File: src/rtl/if_id_fetch_stage.sv
// rtl/if_id_fetch_stage.sv - IM_ID fetch stage: squash, movc diversion, stall hold (opt. FETCH_PERF_CNT_EN counters)
module if_id_fetch_stage #(
    parameter logic [15:0] NOP_INSTR  = 16'h0000,
    parameter int          SQUASH_CYC = 2
) (
    input  logic        clk,
    input  logic        rst_n,
    input  logic        stall_IM_ID,
    input  logic        flow_change_ID_EX,
    input  logic        LWI_instr_EX_DM,
    input  logic [15:0] im_rdata,
    output logic [15:0] instr_IM_ID,
    output logic        instr_vld_IM_ID,
    output logic [15:0] movc_data,
    output logic        movc_vld,
`ifdef FETCH_PERF_CNT_EN
    output logic        squash_active,
    output logic [15:0] bubble_cnt,
    output logic [15:0] movc_cnt
`else
    output logic        squash_active
`endif
);

    typedef enum logic [1:0] {
        ST_RUN    = 2'd0,
        ST_SQUASH = 2'd1,
        ST_MOVC   = 2'd2
    } state_t;

    localparam logic [1:0] SQ_RELOAD = 2'(SQUASH_CYC - 1);
    localparam state_t     FC_STATE  = (SQUASH_CYC > 1) ? ST_SQUASH : ST_RUN;

    state_t      state_q, state_d;
    logic [1:0]  squash_cnt_q, squash_cnt_d;
    logic        movc_pend_q, movc_pend_d;
    logic [15:0] instr_q, instr_d;
    logic        vld_q, vld_d;
    logic [15:0] movc_data_q, movc_data_d;
    logic        movc_vld_q, movc_vld_d;
    logic        load_nop;
    logic [1:0]  squash_dec;

    always_comb begin
        state_d      = state_q;
        squash_cnt_d = squash_cnt_q;
        movc_pend_d  = LWI_instr_EX_DM;
        instr_d      = instr_q;
        vld_d        = vld_q;
        movc_data_d  = movc_data_q;
        movc_vld_d   = 1'b0;
        load_nop     = 1'b0;
        squash_dec   = squash_cnt_q - 2'd1;

        // The data word is captured even when flow_change takes the IM_ID slot.
        if (movc_pend_q) begin
            movc_data_d = im_rdata;
            movc_vld_d  = 1'b1;
        end

        if (!stall_IM_ID) begin
            if (flow_change_ID_EX) begin
                load_nop     = 1'b1;
                squash_cnt_d = SQ_RELOAD;
                state_d      = FC_STATE;
            end else if (movc_pend_q) begin
                load_nop = 1'b1;
                state_d  = (state_q == ST_SQUASH) ? ST_SQUASH : ST_RUN;
            end else if (state_q == ST_SQUASH) begin
                load_nop     = 1'b1;
                squash_cnt_d = squash_dec;
                if (squash_dec == 2'd0) begin
                    state_d = ST_RUN;
                end
            end else begin
                instr_d = im_rdata;
                vld_d   = 1'b1;
                state_d = ST_RUN;
            end
        end else if (state_q == ST_MOVC && movc_pend_q) begin
            state_d = ST_RUN;
        end

        if (LWI_instr_EX_DM && state_d == ST_RUN) begin
            state_d = ST_MOVC;
        end

        if (load_nop) begin
            instr_d = NOP_INSTR;
            vld_d   = 1'b0;
        end
    end

    always_ff @(posedge clk or negedge rst_n) begin
        if (!rst_n) begin
            state_q      <= ST_RUN;
            squash_cnt_q <= 2'd0;
            movc_pend_q  <= 1'b0;
            instr_q      <= NOP_INSTR;
            vld_q        <= 1'b0;
            movc_data_q  <= 16'h0000;
            movc_vld_q   <= 1'b0;
        end else begin
            state_q      <= state_d;
            squash_cnt_q <= squash_cnt_d;
            movc_pend_q  <= movc_pend_d;
            instr_q      <= instr_d;
            vld_q        <= vld_d;
            movc_data_q  <= movc_data_d;
            movc_vld_q   <= movc_vld_d;
        end
    end

    assign instr_IM_ID     = instr_q;
    assign instr_vld_IM_ID = vld_q;
    assign movc_data       = movc_data_q;
    assign movc_vld        = movc_vld_q;
    assign squash_active   = (state_q == ST_SQUASH);

`ifdef FETCH_PERF_CNT_EN
    logic [15:0] bubble_cnt_q, bubble_cnt_d;
    logic [15:0] movc_cnt_q, movc_cnt_d;

    always_comb begin
        bubble_cnt_d = bubble_cnt_q + {15'd0, load_nop};
        movc_cnt_d   = movc_cnt_q + {15'd0, movc_pend_q};
    end

    always_ff @(posedge clk or negedge rst_n) begin
        if (!rst_n) begin
            bubble_cnt_q <= 16'h0000;
            movc_cnt_q   <= 16'h0000;
        end else begin
            bubble_cnt_q <= bubble_cnt_d;
            movc_cnt_q   <= movc_cnt_d;
        end
    end

    assign bubble_cnt = bubble_cnt_q;
    assign movc_cnt   = movc_cnt_q;
`endif

endmodule

File: config.mk
export PLATFORM = sky130hd
export DESIGN_NAME = if_id_fetch_stage
export DESIGN_NICKNAME = d
export VERILOG_FILES = /design/src/rtl/if_id_fetch_stage.sv
export SDC_FILE = /design/constraint.sdc
export NUM_CORES = 1
export LEC_CHECK = 0
export BUFFER_PORTS_ARGS = -buffer_cell sky130_fd_sc_hd__clkbuf_2
export CORE_UTILIZATION = 51
export DETAILED_ROUTE_END_ITERATION = 8
export HOLD_SLACK_MARGIN = 0.1
export PLACE_DENSITY = 0.82
export SLEW_MARGIN = 10
export SYNTH_ARGS = -nofsm -noshare
export SYNTH_HDL_FRONTEND = slang
export SYNTH_SLANG_ARGS = --single-unit
export TNS_END_PERCENT = 50
File: constraint.sdc
create_clock -name clk -period 2.78 [get_ports clk]
set_input_delay 0.278 -clock clk [delete_from_list [all_inputs] [get_ports clk]]
set_output_delay 0.278 -clock clk [all_outputs]
set_load 0.1 [all_outputs]
==> reports/results.ini, run 1 <==
[routing]
ant_nets=0
drtPass1Iterations=6
drt-initial-drc-count=28
wl_per_cell_um=14.9
vias=1043
drt-total-wl_um=2870
routed_via_density=5.43
drc=0

[final_layout]
antenna_cells=0
seq_area_sq_um=976
nets=182
fillers=225
final_util_pct=67.5
area_growth_pct=24.2
fin_cells=192
drive_gt1_share_pct=40.4
multiInputGateArea_sq_um=480

[setup_path]
r2r_end=instr_IM_ID[14]
crit_start=state_q[0]
max_stage_delay_ps=520
reg2regPathDepth=3
crit_chain=nor2b_1, clkbuf_2
crit_fanout=5
crit_end=squash_active
start_kind=flip-flop
path_class=flip-flop to primary output
regToRegSetupSlack_ps=990
worstPathRequired_ps=2500
path_delay_family=buffers and inverters
slowest_stage=clkbuf_2
end_kind=primary output
cp_num_buf_inv=1
regToRegStartpoint=movc_pend_q
cp.depth=2
cp.arrival_ps=1580

[clocking]
cts_root_buf=clkbuf_4
cts.repair.resized=0
h-tree-depth=2
post_cts_buffers=0
clk_pin_slew_ps=110
clock_path_buffers=2
cts_tree=built
numCtsBuffers=5
clock_latency_ps=340
cts_sinks=39

[place]
gp_congestion=0.728
place_inst=182
preCtsSetupSlack_ps=966
hpwlAfterDp_um=2030
portBuffers=55

[grt]
grt_pass1_vias=1095
grt_first_pass_wirelength_um=4990
overflow=0
grt_usage_pct=21.2
antenna_found_initial=0
grt_max_degree=40

[logic_synthesis]
ys_ff_latch=39
synth_top_cell_by_area=dfrtp_1
synth_edf_count=0
postSynth.asyncResetShare_pct=100
ys_seq_area_share_pct=64.5
ys_warn_count=0
synth_cell_types=22
ys_top_cells_by_area=dfrtp_1 65%, mux2_1 12%, a22o_1 9.8%
syn_nets=123
synth-main-ff-cell=dfrtp_1
netlist.area_leader.share_pct=64.5
synthCells=101
synth_common_cells=39 x dfrtp_1, 17 x a22o_1, 16 x mux2_1
yosys.cell_count.top_type=dfrtp_1
syn_area_sq_mm=0.00151
syn_area_per_cell_sq_um=15.0

[floorplan]
die_h_um=56.5
die-area_sq_mm=0.00319
core_sq_mm=0.00278
row_count=19
start_util_pct=54.4
ios=56
floorplan.die.width_um=56.5

[pwr]
ir_drop_v=0.000733
p_total_mw=1.54
p_per_area_mw_per_mm2=822
p_leak_nw=0.961

[min_path]
holdPathStages=2
hp-class=input pin to flip-flop

[sta]
grt_setup_unrepaired=no
maxSlewViolCount=0
setup_viol=0
max-slew-margin-rel_pct=38.9
fmax_ghz=0.537
skew_ps=6.77
hold_violations=0
setup_tns_ps=0
worst_slew_pin_slew_ps=917
timing.final.crit_share_pct=67.0
worst_slack_ps=917
min_period_ps=1860

[job]
cap_violations=0

[outcome]
status=finished clean

-- per-layer routing --
layer / track usage, % / up-vias / wire length (um)
li1: - / 490 / -
met1: 25.5 / 508 / 1260
met2: 34.5 / 39 / 1400
met3: 4.84 / 6 / 146
met4: 12.9 / 0 / 58
met5: 0 / - / 0
-- registers in the layout (all words and copies together) (netlist names) --
| signal | count |
|---|---|
| state_q | 2 |
| movc_vld | 1 |
| squash_cnt_q | 2 |
| instr_IM_ID | 16 |
| movc_pend_q | 1 |
| movc_data | 16 |
| instr_vld_IM_ID | 1 |
-- through the flow --
| step | cell area (sq um) | hold WS [ps] |
|---|---|---|
| final | 1880 | 167 |
| after detailed placement | 1790 | 423 |
| after CTS | 1880 | 159 |
| after global placement | 1790 | 428 |
| after global routing | 1880 | 147 |
| after floorplan | 1510 | -17.6 |
-- layout by cell type, fill, tap and decap left out, types with 2 or more instances in the layout --
cell,instances
a22o_1,17
clkbuf_2,55
clkbuf_4,5
clkbuf_8,2
dfrtp_1,39
dlygate4sd3_1,2
inv_1,3
mux2_1,16
nand2_1,2
nand2b_1,3
nor2b_1,2
o21ai_1,2
-- kinds of logic (layout without fill, tap and decap cells) --
kind of cell | after synthesis | after routing | share of synthesized area [%]
AOI/OAI and AO/OA | 24 | 24 | 13.2
buffers and inverters | 9 | 69 | 3.72
muxes | 16 | 16 | 11.9
DFF | 39 | 39 | 64.5
adders and majority gates | 1 | 1 | 0.827
and+or+nand+nor | 12 | 12 | 5.87
-- repair_timing --
item                                    in CTS  in global routing
endpoints found under the hold margin       40                  0
hold buffers                                 2                  0
endpoints found under the setup margin       0                  0
-- where the power goes --
group	total (mW)	internal, mW	switching, mW
registers	0.674	0.628	0.0464
logic	0.546	0.105	0.441
clock network	0.324	0.149	0.175
total	1.54	0.882	0.662
-- final cells by class --
class | instances | share of cell area, %
flip-flops and latches | 39 | 52.0
multi-input cells | 53 | 25.6
well taps | 31 | 2.07
repair buffers | 58 | 16.1
clock buffers | 8 | 3.66
inverters | 3 | 0.600
-- how the worst min path moves through the flow --
stage,from,end,slack [ps]
2_1_floorplan,rst_n,instr_IM_ID[0],-20
3_3_place_gp,LWI_instr_EX_DM,movc_pend_q,430
3_5_place_dp,LWI_instr_EX_DM,movc_pend_q,420
4_1_cts,im_rdata[8],instr_IM_ID[8],160
5_1_grt,im_rdata[0],instr_IM_ID[0],150
6_report,im_rdata[13],instr_IM_ID[13],170
(Power assumes the default switching activity.)
==> inputs of run 2 (changes only) <==
CORE_UTILIZATION = 43   (was 51)
PLACE_DENSITY = 0.74   (was 0.82)
clock period = 1.68 ns   (was 2.78 ns; I/O delays follow)
==> run 2 against run 1 <==
  * Critical path depth did not move
  * Combinational power rose by 75%
  * Via count up 11%
  * Hold slack improved by 5.6 ps
  * Routed wire length grew 19%
==> reports/results.ini, run 2 (synthesis results as in run 1) <==
[pwr]
clkPwrFrac_pct=20.1  ; -0.9 points
p_leak_nw=1.06  ; +11%
swShare_pct=42.3  ; -0.59 points
ir_drop_v=0.000790  ; +7.7%
internal-power_mw=1.50  ; +70%
power.switching_mw=1.10  ; +66%
p_total_mw=2.60  ; +68%
p_comb_share_pct=36.9  ; +1.5 points
p_seq_share_pct=43.0  ; -0.7 points
p_per_area_mw_per_mm2=1230  ; +50%

[clocking]
cts_root_buf=clkbuf_4
cts_sinks=39  ; unchanged
clock_latency_ps=340  ; about the same
cts_tree=built
h-tree-depth=2  ; unchanged
clk_pin_slew_ps=100  ; about the same
numCtsBuffers=5  ; unchanged
clock_path_buffers=2  ; unchanged

[sta]
hold_violations=0  ; unchanged
worst_slew_pin_slew_ps=553  ; -364 ps
min_period_ps=1570
skew_ps=6.21  ; -0.558 ps
worst_slack_ps=105  ; -812 ps
setup_viol=0  ; unchanged
max-slew-margin-rel_pct=63.3  ; +24 points
maxSlewViolCount=0  ; unchanged
fmax_ghz=0.635
timing.final.crit_share_pct=93.7
grt_setup_unrepaired=no
setup_tns_ps=0  ; unchanged

[final_layout]
area_growth_pct=39.5
final_common_cell=clkbuf_2
antenna_cells=0  ; unchanged
fillers=274  ; +22%
final_cell_mix=54 x clkbuf_2, 39 x dfrtp_1, 18 x dlygate4sd3_1
final_util_pct=62.7  ; -4.8 points
fin_cells=229  ; +19%
drive_gt1_share_pct=39.3  ; -1.0 points
nets=204  ; +12%

[setup_path]
regToRegSetupSlack_ps=310  ; -680 ps
path_class=flip-flop to primary output
worstPathRequired_ps=1510  ; -990 ps
reg2regPathDepth=3  ; unchanged
regToRegStartpoint=movc_pend_q
cp.arrival_ps=1410  ; -170 ps
end_kind=primary output
r2r_end=squash_cnt_q[0]
crit_fanout=4  ; -1
start_kind=flip-flop

[place]
preCtsSetupSlack_ps=339  ; -627 ps
place_inst=203  ; +12%
hpwlAfterDp_um=2370  ; +17%
gp_congestion=0.782  ; +7.5%
portBuffers=55  ; unchanged

[grt]
grt_first_pass_wirelength_um=5340  ; +7.1%
antenna_found_initial=0  ; unchanged
grtUsageMet3_pct=6.09  ; +1.3 points
grt_max_degree=22  ; -45%
grt_pass1_vias=1159  ; +5.8%
overflow=0  ; unchanged
met2_usage_pct=35.4  ; +0.95 points
grt_busiest_layer=met2
grt_usage_pct=20.3  ; -0.90 points
grtUsageMet1_pct=21.9  ; -3.6 points

[routing]
routed_via_density=5.06  ; -6.9%
vias=1158  ; +11%
drt-total-wl_um=3410  ; +19%
ant_nets=0  ; unchanged
drc=0  ; unchanged
drt-initial-drc-count=34  ; +21%
wl_per_cell_um=14.9  ; -0.19%
drtPass1Iterations=4  ; -2

[floorplan]
die-area_sq_mm=0.00376  ; +18%
start_util_pct=45.0  ; -9.4 points
die_h_um=61.3  ; +8.6%
row_count=21  ; +2
core_sq_mm=0.00336  ; +21%
ios=56  ; unchanged
floorplan.die.width_um=61.3  ; +8.6%

[min_path]
holdPathStages=2  ; unchanged
min_from=flow_change_ID_EX
hp-class=input pin to flip-flop
min_to=squash_cnt_q[1]

[job]
cap_violations=0  ; unchanged

[outcome]
status=finished clean

==> run 2: worst max-delay path: stages (launching register included) <==
cell and delay, ps:
dfrtp_1 450, nor2b_4 170, buf_2 440
==> run 2: layout make-up <==
type	instances	area [sq um]	share of cell area, %
clock buffer	8	68.8	3.26
inverter	3	11.3	0.534
multi-input combinational	53	488	23.1
sequential	39	976	46.3
tap	46	57.6	2.73
timing repair buffer	80	508	24.1
==> run 2: timing repair <==
item,in CTS,in global routing
setup buffers,0,0
resized for setup,0,1
hold endpoints to repair,49,0
hold buffers,18,0
endpoints found under the setup margin,0,1
==> run 2: per-layer routing <==
layer	vias to the layer above	wire, um
met3	12	166
met5	-	0
met4	0	108
li1	532	-
met2	49	1760
met1	565	1380
==> run 2: power by group through the flow <==
stage	Combinational [mW]	Sequential (mW)	Clock (mW)
6_report	0.958	1.12	0.522
5_1_grt	1.00	1.13	0.585
2_1_floorplan	0.236	1.63	0
3_5_place_dp	0.927	1.13	0
4_1_cts	0.961	1.12	0.538
3_3_place_gp	0.912	1.13	0
==> run 2: worst max-delay path by stage <==
| stage | from | endpoint | slack, ps | cells after the start |
|---|---|---|---|---|
| 4_1_cts | state_q[1] | squash_active | 60 | 2 |
| 6_report | state_q[1] | squash_active | 110 | 2 |
| 3_5_place_dp | movc_pend_q | squash_cnt_q[0] | 340 | 3 |
| 3_3_place_gp | movc_pend_q | movc_data[9] | 420 | 2 |
| 2_1_floorplan | state_q[1] | instr_IM_ID[0] | 150 | 4 |
| 5_1_grt | state_q[0] | squash_active | 20 | 2 |
==> run 2: per-stage QoR <==
step / hold slack [ps] / instance area, sq um
2_1_floorplan: -128 / 1520
3_3_place_gp: 112 / 1860
3_5_place_dp: 117 / 1860
4_1_cts: 166 / 2110
5_1_grt: 155 / 2110
6_report: 172 / 2110
